==> src/rtl/serial_adder.sv <==
// ---------------------------------------------------------------------------
// serial_adder
//
// Bit-serial ripple adder. A single full-adder cell processes one bit per
// clock, LSB first. The carry between bits is held in a flip-flop and fed
// back to the cell on the next cycle. The result {cout, sum} = a + b + cin
// is ready WIDTH cycles after start is accepted.
//
// State table
//   state   | meaning
//   IDLE    | waiting for start
//   RUN     | one operand bit pair added per cycle, WIDTH cycles in total
//   DONE    | one-cycle result pulse; start here begins the next add at once
//
// Ports
//   clk_i    rising-edge clock
//   rst_i    asynchronous, active-high reset
//   start_i  request a new addition (sampled in IDLE and DONE only)
//   a_i      operand A, captured when start is accepted
//   b_i      operand B, captured when start is accepted
//   cin_i    carry-in, captured when start is accepted
//   busy_o   high while bits are being processed
//   done_o   one-cycle pulse, sum_o/cout_o have just been updated
//   sum_o    registered result, held until the next completion
//   cout_o   registered carry-out of the MSB, held until the next completion
// ---------------------------------------------------------------------------
module serial_adder #(
    parameter int WIDTH = 8
) (
    input  logic             clk_i,
    input  logic             rst_i,
    input  logic             start_i,
    input  logic [WIDTH-1:0] a_i,
    input  logic [WIDTH-1:0] b_i,
    input  logic             cin_i,
    output logic             busy_o,
    output logic             done_o,
    output logic [WIDTH-1:0] sum_o,
    output logic             cout_o
);

    // A 1-bit counter is still needed for WIDTH=1; it just never leaves 0
    // before the exit compare fires.
    localparam int CNT_W = (WIDTH > 1) ? $clog2(WIDTH) : 1;
    localparam logic [CNT_W-1:0] CNT_LAST = CNT_W'(WIDTH - 1);

    typedef enum logic [1:0] {
        ST_IDLE = 2'd0,
        ST_RUN  = 2'd1,
        ST_DONE = 2'd2
    } state_t;

    state_t           state_q, state_d;
    logic [WIDTH-1:0] a_sr_q, a_sr_d;
    logic [WIDTH-1:0] b_sr_q, b_sr_d;
    logic             carry_q, carry_d;
    logic [CNT_W-1:0] cnt_q, cnt_d;
    logic [WIDTH-1:0] ps_q, ps_d;
    logic [WIDTH-1:0] sum_q, sum_d;
    logic             cout_q, cout_d;

    logic             fa_s;
    logic             fa_c;
    logic [WIDTH-1:0] ps_shift;

    // Full-adder cell on the current LSBs and the stored carry.
    assign fa_s = a_sr_q[0] ^ b_sr_q[0] ^ carry_q;
    assign fa_c = (a_sr_q[0] & b_sr_q[0]) |
                  (a_sr_q[0] & carry_q)   |
                  (b_sr_q[0] & carry_q);

    // New sum bit enters at the MSB end; after WIDTH shifts the first bit
    // computed has reached bit 0. Written without a part-select so that
    // WIDTH=1 elaborates cleanly.
    assign ps_shift = (ps_q >> 1) | (WIDTH'(fa_s) << (WIDTH - 1));

    always_ff @(posedge clk_i or posedge rst_i) begin
        if (rst_i) begin
            state_q <= ST_IDLE;
            a_sr_q  <= '0;
            b_sr_q  <= '0;
            carry_q <= 1'b0;
            cnt_q   <= '0;
            ps_q    <= '0;
            sum_q   <= '0;
            cout_q  <= 1'b0;
        end else begin
            state_q <= state_d;
            a_sr_q  <= a_sr_d;
            b_sr_q  <= b_sr_d;
            carry_q <= carry_d;
            cnt_q   <= cnt_d;
            ps_q    <= ps_d;
            sum_q   <= sum_d;
            cout_q  <= cout_d;
        end
    end

    always_comb begin
        state_d = state_q;
        a_sr_d  = a_sr_q;
        b_sr_d  = b_sr_q;
        carry_d = carry_q;
        cnt_d   = cnt_q;
        ps_d    = ps_q;
        sum_d   = sum_q;
        cout_d  = cout_q;

        case (state_q)
            ST_IDLE, ST_DONE: begin
                if (start_i) begin
                    a_sr_d  = a_i;
                    b_sr_d  = b_i;
                    carry_d = cin_i;
                    cnt_d   = '0;
                    ps_d    = '0;
                    state_d = ST_RUN;
                end else begin
                    state_d = ST_IDLE;
                end
            end

            ST_RUN: begin
                ps_d    = ps_shift;
                carry_d = fa_c;
                a_sr_d  = a_sr_q >> 1;
                b_sr_d  = b_sr_q >> 1;
                cnt_d   = cnt_q + CNT_W'(1);
                if (cnt_q == CNT_LAST) begin
                    sum_d   = ps_shift;
                    cout_d  = fa_c;
                    state_d = ST_DONE;
                end
            end

            default: begin
                state_d = ST_IDLE;
            end
        endcase
    end

    assign busy_o = (state_q == ST_RUN);
    assign done_o = (state_q == ST_DONE);
    assign sum_o  = sum_q;
    assign cout_o = cout_q;

endmodule

==> config.mk <==
export PLATFORM = sky130hd
export DESIGN_NAME = serial_adder
export DESIGN_NICKNAME = d
export VERILOG_FILES = /design/src/rtl/serial_adder.sv
export SDC_FILE = /design/constraint.sdc
export NUM_CORES = 1
export LEC_CHECK = 0
export BUFFER_PORTS_ARGS = -buffer_cell sky130_fd_sc_hd__buf_2
export CAP_MARGIN = 10
export CORE_UTILIZATION = 50
export DETAILED_ROUTE_END_ITERATION = 6
export PLACE_DENSITY = 0.82
export SKIP_LAST_GASP = 1
export SYNTH_ARGS = -nofsm -noshare
export SYNTH_HDL_FRONTEND = slang
export SYNTH_SLANG_ARGS = --single-unit
==> constraint.sdc <==
create_clock -name clk_i -period 1.7 [get_ports clk_i]
set_clock_uncertainty 0.05 [all_clocks]
set_input_delay 0.34 -clock clk_i [delete_from_list [all_inputs] [get_ports clk_i]]
set_output_delay 0.34 -clock clk_i [all_outputs]
set_load 0.02 [all_outputs]
==> impl_table.tex <==
\begin{tabular}{lr}
\hline
Metric & Value \\
\hline
\multicolumn{2}{l}{\textbf{Worst setup path}} \\
\quad Worst-path fanout max & 9 \\
\quad Kind of start point of the critical path & flip-flop \\
\quad Critical Path RT & 1.31 ns \\
\quad Arrival time of the worst setup path & 1.25 ns \\
\quad Critical path endpoint category & output port \\
\quad Startpoint-to-endpoint class of the critical path & flip-flop to output port \\
\multicolumn{2}{l}{\textbf{Timing}} \\
\quad Measured slew at the worst slew-check pin & 0.460 ns \\
\quad RSZ-0062 raised after global routing & false \\
\quad Final count of hold timing violations & 0 \\
\quad Portion of the clock cycle consumed by the worst path in the final layout & 96.2\% \\
\quad Maximum achievable frequency & 611 MHz \\
\quad Setup violators final & 0 \\
\quad Post-Route Setup TNS & 0 ns \\
\quad Tightest slew margin relative to the limit & 69.3\% \\
\quad Max-slew violation count & 0 \\
\quad Hold slack & 0.0258 ns \\
\quad Final min period & 1.64 ns \\
\multicolumn{2}{l}{\textbf{Route}} \\
\quad Vias post-DR & 1221 \\
\quad Routed wire per std cell & 14.5 um \\
\quad Number of design rule violations left after detail routing & 0 \\
\quad Detailed Route Iter0 Violations & 30 \\
\quad Via/cell ratio & 5.60 \\
\quad Drt first pass iters & 4 \\
\quad Final ANT Viol Nets & 0 \\
\quad WL final & 3.17 mm \\
\multicolumn{2}{l}{\textbf{Die}} \\
\quad Area of the die & 0.00364 mm2 \\
\quad Floorplan row count & 20 \\
\quad I/O pin count & 31 \\
\quad Initial core utilization & 54.4\% \\
\quad Die span in x & 60.3 um \\
\quad Core area & 0.00313 mm2 \\
\quad Die outline height & 60.3 um \\
\multicolumn{2}{l}{\textbf{Synthesis}} \\
\quad Net Count, Synth & 157 \\
\quad Area share of the leading cell type in the synthesized netlist & 55.9\% \\
\quad Area leader, netlist & sky130\_fd\_sc\_hd\_\_dfrtp\_1 \\
\quad Mean post-synth cell area & 12.7 um2 \\
\quad Number of different library cells in the post-synthesis netlist & 25 \\
\quad Count of mapped cells out of synthesis & 134 \\
\quad Sequential-to-total area share from yosys stat & 55.9\% \\
\quad Cell types with the largest area share after synthesis & sky130\_fd\_sc\_hd\_\_dfrtp\_1 (56\%), sky130\_fd\_sc\_hd\_\_mux2\_2 (9.3\%), sky130\_fd\_sc\_hd\_\_a22o\_1 (6.2\%) \\
\quad Post-synthesis instance area & 0.00170 mm2 \\
\quad Yosys warnings & 0 \\
\quad Yosys reg bits & 38 \\
\multicolumn{2}{l}{\textbf{Power and ir drop}} \\
\quad Clk network pwr share & 15.4\% \\
\quad Logic pwr share & 42.5\% \\
\quad Switching fraction of total power & 37.1\% \\
\quad Net switching power & 0.00143 W \\
\quad Share of power burned in registers & 42.1\% \\
\quad Largest voltage drop on the vdd net & 0.000858 V \\
\quad Internal power contribution & 0.00242 W \\
\quad Reported leakage power & 0.943 nW \\
\quad Cell Pwr Density & 1930 mW/mm2 \\
\multicolumn{2}{l}{\textbf{Hold path}} \\
\quad Worst hold-check path type & input port to asynchronous set/reset pin \\
\multicolumn{2}{l}{\textbf{Cells and area}} \\
\quad Number of diodes added for antenna fixing & 0 \\
\quad Nets & 196 \\
\quad Signed area change from the synthesized netlist to the final layout & 17.5\% \\
\quad Share of post-route cells with drive strength above 1 & 43.7\% \\
\multicolumn{2}{l}{\textbf{Global routing}} \\
\quad Number of global-route vias before repair & 1255 \\
\quad Maximum number of pins on one net before global-route repair & 39 \\
\quad First-pass GRT wire length & 5.45 mm \\
\quad Initial antenna violation count & 0 \\
\quad Total track usage & 20.9\% \\
\quad Global-route congestion overflow total & 0 \\
\multicolumn{2}{l}{\textbf{Clock network}} \\
\quad Clock insertion delay at the later pin of the skew report & 0.34 ns \\
\quad Number of clock sinks seen by CTS & 38 \\
\quad Clock Tree Buf Depth & 2 \\
\quad Master cell of the clock root buffer & sky130\_fd\_sc\_hd\_\_clkbuf\_4 \\
\quad \# H-tree levels & 2 \\
\quad TritonCTS clock tree & yes \\
\quad Cts hold-fix bufs & 0 \\
\quad CTS buffer count & 5 \\
\quad Clock-pin transition on the worst setup and hold timing paths & 0.11 ns \\
\multicolumn{2}{l}{\textbf{Flow run}} \\
\quad Max-capacitance violation count & 0 \\
\multicolumn{2}{l}{\textbf{Run status}} \\
\quad Run status & complete, no violations \\
\multicolumn{2}{l}{\textbf{Placed design}} \\
\quad Count of buffers from port buffering & 30 \\
\quad Final weighted congestion of routability-driven global placement & 0.725 \\
\quad Post-detail-place hpwl & 2.29 mm \\
\hline
\end{tabular}
cells in the final DEF (no fill, tap or decap):
cell type / count
sky130_fd_sc_hd__buf_2: 30
sky130_fd_sc_hd__clkinv_2: 2
sky130_fd_sc_hd__fa_1: 1
sky130_fd_sc_hd__inv_1: 2
sky130_fd_sc_hd__a22o_1: 12
sky130_fd_sc_hd__nand2_4: 1
sky130_fd_sc_hd__nor2b_1: 4
sky130_fd_sc_hd__nand2b_4: 1
sky130_fd_sc_hd__nor3_2: 9
sky130_fd_sc_hd__buf_4: 10
sky130_fd_sc_hd__nor3_1: 4
sky130_fd_sc_hd__dfrtp_1: 37
sky130_fd_sc_hd__nor2_1: 14
sky130_fd_sc_hd__xnor2_1: 1
sky130_fd_sc_hd__mux2i_1: 2
sky130_fd_sc_hd__mux2_2: 14
sky130_fd_sc_hd__nor2_4: 1
sky130_fd_sc_hd__ha_1: 2
sky130_fd_sc_hd__o22ai_1: 13
sky130_fd_sc_hd__inv_2: 1
sky130_fd_sc_hd__a21oi_1: 2
sky130_fd_sc_hd__o21ai_0: 1
sky130_fd_sc_hd__nand2b_1: 1
sky130_fd_sc_hd__dfrtp_2: 1
sky130_fd_sc_hd__bufinv_16: 1
sky130_fd_sc_hd__a211oi_1: 2
sky130_fd_sc_hd__clkbuf_4: 5
cell usage after synthesis:
library cell               number
sky130_fd_sc_hd__nor2_4         1
sky130_fd_sc_hd__nand2b_1       1
sky130_fd_sc_hd__a21oi_1        2
sky130_fd_sc_hd__nand2b_4       1
sky130_fd_sc_hd__buf_6          3
sky130_fd_sc_hd__clkbuf_1       2
sky130_fd_sc_hd__mux2i_1        2
sky130_fd_sc_hd__o21ai_0        1
sky130_fd_sc_hd__nand2_4        1
sky130_fd_sc_hd__dfrtp_1       38
sky130_fd_sc_hd__fa_1           1
sky130_fd_sc_hd__nor3_1         4
sky130_fd_sc_hd__xnor2_1        1
sky130_fd_sc_hd__inv_2          1
sky130_fd_sc_hd__a211oi_1       2
sky130_fd_sc_hd__o22ai_1       13
sky130_fd_sc_hd__nor2_1        14
sky130_fd_sc_hd__a22o_1        12
sky130_fd_sc_hd__ha_1           2
sky130_fd_sc_hd__inv_1          2
sky130_fd_sc_hd__mux2_2        14
sky130_fd_sc_hd__buf_2          1
sky130_fd_sc_hd__buf_4          2
sky130_fd_sc_hd__nor3_2         9
sky130_fd_sc_hd__nor2b_1        4
stage by stage:
step / setup slack [ns] / cell area [um2] / instances / power [W] / util, %
global route: 0.00310 / 2000 / 218 / 0.00414 / 63.9
global placement: 0.254 / 1910 / 209 / 0.00316 / 61.2
CTS: 0.0374 / 1990 / 217 / 0.00388 / 63.7
finish: 0.0642 / 2000 / 218 / 0.00386 / 63.9
floorplan: 0.279 / 1700 / 134 / 0.00284 / -
detailed placement: 0.173 / 1910 / 209 / 0.00328 / 61.2
power by group through the flow:
stage	sequential [W]	clock (W)	combinational, W
floorplan	0.00166	0	0.00118
global placement	0.00161	0	0.00155
global route	0.00168	0.000640	0.00182
finish	0.00162	0.000592	0.00164
detailed placement	0.00165	0	0.00163
CTS	0.00163	0.000612	0.00164
critical path: stages (launching register included):
cell and delay (ns):
sky130_fd_sc_hd__dfrtp_2 0.51, sky130_fd_sc_hd__nand2b_4 0.08, sky130_fd_sc_hd__inv_2 0.13, sky130_fd_sc_hd__buf_2 0.19
area by class of cell:
cell class              instances  area (um2)
inverters                       3        11.3
clock buffers                   5        37.5
repair buffers                 40         225
multi-input cells              85         678
clock inverters                 3        40.0
well taps                      44        55.1
fillers                       254        1130
flip-flops and latches         38         952
kinds of logic (layout without fill, tap and decap cells):
| logic type | after synthesis | in the layout | synth area share, % |
|---|---|---|---|
| mux | 16 | 16 | 10.4 |
| compound gates | 30 | 30 | 12.7 |
| flops | 38 | 38 | 55.9 |
| buf+inv | 11 | 51 | 4.26 |
| simple gates | 35 | 35 | 13.5 |
| xor+xnor | 1 | 1 | 0.515 |
| fa+ha+maj | 3 | 3 | 2.65 |
worst paths after layout:
path | depth (start not counted) | slack [ns] | from | end
worst max-delay path | 3 | 0.06 | state_q[0] | busy_o
worst min-delay path | 3 | 0.03 | rst_i | sum_o[1]
worst max register to register | 4 | 0.19 | cnt_q[0] | sum_o[6]
worst min register to register | 1 | 0.46 | sum_o[1] | sum_o[1]
max in group asynchronous | 3 | 1.24 | rst_i | state_q[0]
min in group clk_i | 2 | 0.18 | b_i[7] | b_sr_q[7]
routing by layer:
layer | part of all wire, % | global-route usage [%]
met5 | 0 | 0
met1 | 42 | 23.6
met3 | 3.4 | 4.48
met4 | 2.3 | 10.6
met2 | 52 | 37.2
timing repair:
| item | CTS | global route |
|---|---|---|
| resized for setup | 1 | 0 |
| setup buffers | 0 | 1 |
| cloned | 0 | 0 |
| setup endpoints to repair | 1 | 1 |
sequential cells by signal, summed over array words and instances (netlist names):
register and count:
a_sr_q 8, b_sr_q 8, carry_q 1, cnt_q 3, cout_o 1, ps_q 7, state_q 2, sum_o 8
(Power assumes the default switching activity.)
